**src/rtl/pg_adder_pkg.sv**
```systemverilog
// Shared propagate/generate types and helpers for the PG adder family.
// Included by every adder top through import pg_adder_pkg::*.
package pg_adder_pkg;

    localparam int DEFAULT_WIDTH = 32;

    typedef struct packed {
        logic g;
        logic p;
    } pg_t;

    // Black-cell merge of two adjacent PG spans, hi over lo.
    function automatic pg_t pg_combine(pg_t hi, pg_t lo);
        pg_t r;
        r.g = hi.g | (hi.p & lo.g);
        r.p = hi.p & lo.p;
        return r;
    endfunction

endpackage

```
**src/rtl/pg_gray_cell.sv**
```systemverilog
// Gray cell: group generate of a span from its upper bit PG and the
// generate of the span below it.
module pg_gray_cell (
    input  logic g_hi,
    input  logic p_hi,
    input  logic g_lo,
    output logic g_out
);

    assign g_out = g_hi | (p_hi & g_lo);

endmodule

```
**src/rtl/pg_carry_ripple_adder.sv**
```systemverilog
// Ripple-carry PG adder with one registered output stage.
// Define PG_RIPPLE_OVERFLOW_EN to add the registered signed-overflow port V.
module pg_carry_ripple_adder
    import pg_adder_pkg::*;
#(
    parameter int N = DEFAULT_WIDTH
) (
    input  logic         clk,
    input  logic         rst_n,
    input  logic [N-1:0] A,
    input  logic [N-1:0] B,
    input  logic         Cin,
    input  logic         in_valid,
    output logic [N-1:0] S,
    output logic         Cout,
    output logic         out_valid
`ifdef PG_RIPPLE_OVERFLOW_EN
   ,output logic         V
`endif
);

    pg_t  [N-1:0] pg;
    logic [N-1:0] gg;
    logic [N-1:0] s_d;
    logic         cout_d;
    logic [N-1:0] s_q;
    logic         cout_q;
    logic         valid_q;

    // gg[k] is the carry into bit index k; gg[0] is Cin.
    assign gg[0] = Cin;

    for (genvar i = 0; i < N; i++) begin : g_bit
        assign pg[i].g = A[i] & B[i];
        assign pg[i].p = A[i] ^ B[i];
        assign s_d[i]  = pg[i].p ^ gg[i];
    end

    for (genvar i = 1; i < N; i++) begin : g_chain
        pg_gray_cell u_gray (
            .g_hi  (pg[i-1].g),
            .p_hi  (pg[i-1].p),
            .g_lo  (gg[i-1]),
            .g_out (gg[i])
        );
    end

    pg_gray_cell u_cout (
        .g_hi  (pg[N-1].g),
        .p_hi  (pg[N-1].p),
        .g_lo  (gg[N-1]),
        .g_out (cout_d)
    );

    always_ff @(posedge clk or negedge rst_n) begin
        if (!rst_n) begin
            s_q     <= '0;
            cout_q  <= 1'b0;
            valid_q <= 1'b0;
        end else begin
            valid_q <= in_valid;
            if (in_valid) begin
                s_q    <= s_d;
                cout_q <= cout_d;
            end
        end
    end

    assign S         = s_q;
    assign Cout      = cout_q;
    assign out_valid = valid_q;

`ifdef PG_RIPPLE_OVERFLOW_EN
    logic v_d;
    logic v_q;

    // Carry into the MSB differs from carry out of it.
    assign v_d = gg[N-1] ^ cout_d;

    always_ff @(posedge clk or negedge rst_n) begin
        if (!rst_n) begin
            v_q <= 1'b0;
        end else if (in_valid) begin
            v_q <= v_d;
        end
    end

    assign V = v_q;
`endif

endmodule

```
**config.mk**
```make
export PLATFORM = sky130hd
export DESIGN_NAME = pg_carry_ripple_adder
export DESIGN_NICKNAME = d
export VERILOG_FILES = /design/src/rtl/pg_adder_pkg.sv /design/src/rtl/pg_gray_cell.sv /design/src/rtl/pg_carry_ripple_adder.sv
export SDC_FILE = /design/constraint.sdc
export NUM_CORES = 1
export LEC_CHECK = 0
export ABC_AREA = 1
export CORE_MARGIN = 2
export CORE_UTILIZATION = 43
export DETAILED_ROUTE_END_ITERATION = 8
export HOLD_SLACK_MARGIN = 0.15
export PLACE_DENSITY = 0.86
export SLEW_MARGIN = 20
export SYNTH_ARGS = -nofsm -noshare
export SYNTH_HDL_FRONTEND = slang
export SYNTH_SLANG_ARGS = --single-unit
```
**constraint.sdc**
```tcl
create_clock -name clk -period 1.21 [get_ports clk]
set_input_delay 0.121 -clock clk [delete_from_list [all_inputs] [get_ports clk]]
set_output_delay 0.121 -clock clk [all_outputs]
set_load 0.02 [all_outputs]
```
## Yosys cells after proc, flatten, opt, wreduce, memory -nomap -nowiden

Cells that the tools add are included.

| word-level totals | value |
|---|---|
| output and inout port bits | 34 |
| word-level logic and storage cells | 163 |
| register bits after elaboration | 34 |

| cells by class | value |
|---|---|
| bitwise gates (word level) | 160 |

Operators with widths:

| cell | count |
|---|---|
| $and 1x1->1 | 64 |
| $xor 1x1->1 | 64 |
| $or 1x1->1 | 32 |

## Logic depth before layout (Yosys ltp)

| depth | value |
|---|---|
| depth in word-level cells | 65 |
| gate-level depth with buffers | 38 |
| gate-level depth less buffers | 38 |

## Hierarchy

Synthesis repeated with hierarchy kept, for this count alone.

| second synthesis, totals | value |
|---|---|
| cells, all modules | 397 |
| area, all modules | 2677.6 sq um |

Modules (own cells, without submodules):

| module | times used | cells an instance | area each (sq um) | seq. area each (sq um) |
|---|---|---|---|---|
| pg_carry_ripple_adder | 1 | 301 | 2317.2 | 850.8 |
| pg_gray_cell | 32 | 3 | 11.3 | 0.0 |

## Least setup slack after synthesis

No wires, ideal clock.

| path | value |
|---|---|
| path type | input -> register |
| start point | input port A[0] |
| end point | register s_q[31] (netlist: S[31]) |
| arrival time | 12.337 ns |
| path slack | -11.192 ns |
| required time | 1.145 ns |
| stages on the path | 38 |
| buffers on the path | 0 |
| library setup time | 0.065 ns |
| cell sequence | inv_1 -> fa_1 -> inv_1 -> fa_1 -> fa_1 -> fa_1 -> fa_1 -> fa_1 -> fa_1 -> fa_1 -> fa_1 -> fa_1 -> fa_1 -> fa_1 -> fa_1 -> fa_1 -> fa_1 -> fa_1 -> (+2 left out) -> fa_1 -> fa_1 -> fa_1 -> fa_1 -> fa_1 -> fa_1 -> fa_1 -> fa_1 -> fa_1 -> fa_1 -> fa_1 -> fa_1 -> fa_1 -> inv_1 -> fa_1 -> inv_1 -> nand2_1 -> nand2_1 |

| on the way | value |
|---|---|
| longest elaborated chain between the ends | 64 |
| elaborated cells on any way between the ends | 65 |

RTL lines:

| what | RTL line | source |
|---|---|---|
| start, declared | pg_carry_ripple_adder.sv:10 | `input logic [N-1:0] A,` |
| $xor 1x1->1 | pg_carry_ripple_adder.sv:35 | `assign pg[i].p = A[i] ^ B[i];` |
| $and 1x1->1 | pg_gray_cell.sv:10 | `assign g_out = g_hi \| (p_hi & g_lo);` |
| $or 1x1->1 * | pg_gray_cell.sv:10 |  |
| $and 1x1->1 * | pg_gray_cell.sv:10 |  |
| $or 1x1->1 * | pg_gray_cell.sv:10 |  |
| $and 1x1->1 * | pg_gray_cell.sv:10 |  |
| $or 1x1->1 * | pg_gray_cell.sv:10 |  |
| $and 1x1->1 * | pg_gray_cell.sv:10 |  |
| (+48 left out) | - |  |
| $or 1x1->1 * | pg_gray_cell.sv:10 |  |
| $and 1x1->1 * | pg_gray_cell.sv:10 |  |
| $or 1x1->1 * | pg_gray_cell.sv:10 |  |
| $and 1x1->1 * | pg_gray_cell.sv:10 |  |
| $or 1x1->1 * | pg_gray_cell.sv:10 |  |
| $and 1x1->1 * | pg_gray_cell.sv:10 |  |
| $or 1x1->1 * | pg_gray_cell.sv:10 |  |
| $xor 1x1->1 * | pg_carry_ripple_adder.sv:36 | `assign s_d[i] = pg[i].p ^ gg[i];` |
| end signal, assigned | pg_carry_ripple_adder.sv:57 | `s_q <= '0;` |
| end signal, assigned | pg_carry_ripple_adder.sv:63 | `s_q <= s_d;` |
| end, declared | pg_carry_ripple_adder.sv:26 | `logic [N-1:0] s_q;` |

Every way passes the cells marked *; elsewhere a longest branch is shown, timed or not.
A chain may end at the register's enable or synchronous reset.

## Final worst setup path

Same ends and word-level chain as after synthesis.

==> impl_results.md <==
- Status: finished, violations left
- Failing checks: negative setup slack
- Sequential fraction of the synthesis area: 0.4237
- Syn Inst Count: 183
- Synth Area in Compound Gates: 0
- PnR worst setup slack: -10.22 ns
- Routed WL: 4.687 mm
- Worst EP required: 1.42 ns
- Mapped Nets: 283
- Clock Sinks: 34
- Top Ports: 102
- DR WL/cell: 13.74 µm
- Net Sw Frac: 0.3375
- Crit Reg-Reg Endpoint: S[11]
- Die Ht: 72.34 µm
- Vias per cell: 4.692
- Slew headroom: 0.7335
- RSZ-0062 raised after global routing: true
- Synthesized area per cell: 10.97 µm²
- Combinational Power Share: 0.390
- R2R setup slack: 0.58 ns
- Max-cap violations: 0
- Largest family of logic cells by synthesized area: adder cells
- Cell row count: 24
- Later-pin clock latency in the skew report: 0.27 ns
- Worst hold path class: in -> async
- Nets: 389
- XOR/XNOR Fraction of Synth Area: 0
- Initial Util: 0.4549
- R2R cell count: 2
- Top cell by count, worst path: fa_2
- Most frequent cells in the layout: 86 x nand2_1, 61 x clkdlybuf4s50_1, 36 x dlygate4sd2_1
- Sequential cell fraction of total power: 0.401
- First-pass GRT wire length: 7.852 mm
- Cts bufs inserted: 5
- Initial antenna violation count: 0
- Die Area: about 5200 µm²
- Cell Int Power: 2.401 mW
- Worst clock skew: 0 ns
- Crit path kind: in -> reg
- Worst R2R Start: S[11]
- Max stage delay cell, worst path: fa_2
- Remaining global-route overflow: 0
- Max IR drop VDD: 0.0007222 V
- P per Cell Area: 1127 nW/µm²
- Worst EP arrival: 11.64 ns
- Setup crit start: A[0]
- Setup violators final: 31
- Overall Global Routing Usage: 0.2004
- Vias in the first global route: around 1,700
- Clk pwr share: 0.210
- Static leakage: 1.512 nW
- Synth warnings: 0
- DRT antenna net count: 0
- Post-Place Setup Slack: -11.02 ns
- Tmin final: ~11 ns
- Max Root-Sink Buffers: 2
- Setup crit end kind: register
- Layout cells sized above 1: 0.2249
- IO Port Bufs: 101
- Post-DP HPWL: 3.759 mm
- Crit path launch type: input pin
- Die W: roughly 72 µm
- Critical path endpoint: S[31]
- Crit share post-route: 9.445
- Commonest non-fill, non-tap cell in the layout: nand2_1
- Max incr delay on CP: ~0.42 ns
- Worst-path clk slew: about 0.06 ns
- Pin count of the biggest net entering global routing: 34
- Post-CTS Setup Bufs: 0
- 1st-pass router iterations: 4
- # DRC: 0
- Multiplexer share of the synthesized area: 0
- Switching Power: around 1.2 mW
- Synthesized cell area: 2008 µm²
- Hold Violations, Final: 0
- # diodes: 0
- TritonCTS clock tree: done
- Max-slew violation count: 0
- Adder-cell share of the synthesized area: 0.3190
- Slew of the pin with the lowest slew margin: 0.3998 ns
- Routability Congestion: 0.7760
- Crit-path max FO: 1
- H-tree levels: 2
- Synth Area in Simple Gates: 0.1975
- Area grow syn2layout: 60.19%
- Synth Register Bits: 34
- Total power: 3.624 mW
- Fmax: between 80 and 90 MHz
- CORE AREA: roughly 4400 µm²
- Vias: 1,600
- Clk root buf: clkbuf_8
- Drt initial violations: 65
- Library cells used by synthesis: 9
## power groups by stage
stage	Combinational (mW)	Sequential [mW]	Clock [mW]
finish	1.41	1.45	0.759
floorplan	0.444	1.73	0
global placement	1.51	1.47	0
global route	1.56	1.48	0.843
detailed placement	1.56	1.48	0
CTS	1.42	1.45	0.784
## cells in the mapped netlist (all sizes together)
cell | number | area [µm²]
inv | 11 | 48.80
buf | 7 | 71.31
fa | 32 | 640.6
nand2 | 99 | 396.6
dfrtp | 34 | 850.8
## routing by layer
layer | global-route usage | wire (µm) | vias up
li1 | - | - | 749
met1 | 0.2351 | 1708 | 768
met2 | 0.3486 | 2432 | 74
met3 | 0.05833 | 454 | 9
met4 | 0.07338 | 93 | 0
met5 | 0 | 0 | -
## what timing repair did
action	4_1_cts	5_1_grt
pin swaps	7	9
gates resized for setup	54	4
setup endpoints to repair	67	31
hold buffers	1	0
hold endpoints to repair	34	0
## cell type report
class / instances / area, µm²
fill: 322 / 1197
multi-input combinational: 131 / 1125
timing repair buffer: 106 / 1033
sequential: 34 / 850.8
clock buffer: 7 / 76.32
inverter: 11 / 66.31
tap: 52 / 65.06
## worst min-delay path by stage
stage                        to   from  cells past startpoint
after floorplan            Cout  rst_n                      0
after global placement    S[13]  rst_n                      1
after detailed placement  S[13]  rst_n                      1
after CTS                 S[13]  rst_n                      2
after global routing      S[11]  rst_n                      2
final                     S[13]  rst_n                      2
## flip-flops by register name (all words and copies together), names as in the netlist
register	count
Cout	1
S	32
out_valid	1
## through the flow
step | util | setup TNS, ns | std cells | cell area, µm² | hold slack [ns]
after floorplan | - | -162.62 | 183 | 2103 | -0.1746
after global placement | 0.7154 | -186.69 | 333 | 3158 | 0.05862
after detailed placement | 0.7154 | -191.11 | 333 | 3158 | 0.06936
after CTS | 0.7270 | -165.78 | 341 | 3209 | 0.3039
after global routing | 0.7287 | -169.39 | 341 | 3217 | 0.3339
final | 0.7287 | -165.01 | 341 | 3217 | 0.2961
## worst max-delay path: cells and delay by family
kind	cells	cell delay, ns
adder cells (fa/ha/maj)	32	11.12
buffers and inverters	5	0.31
AND/OR/NAND/NOR	2	0.09
## cells by family (layout without fill, tap and decap cells)
family / after synthesis / after routing
simple gates: 99 / 99
flops: 34 / 34
fa+ha+maj: 32 / 32
buf+inv: 18 / 124
Power figures use the tool's default switching activity.
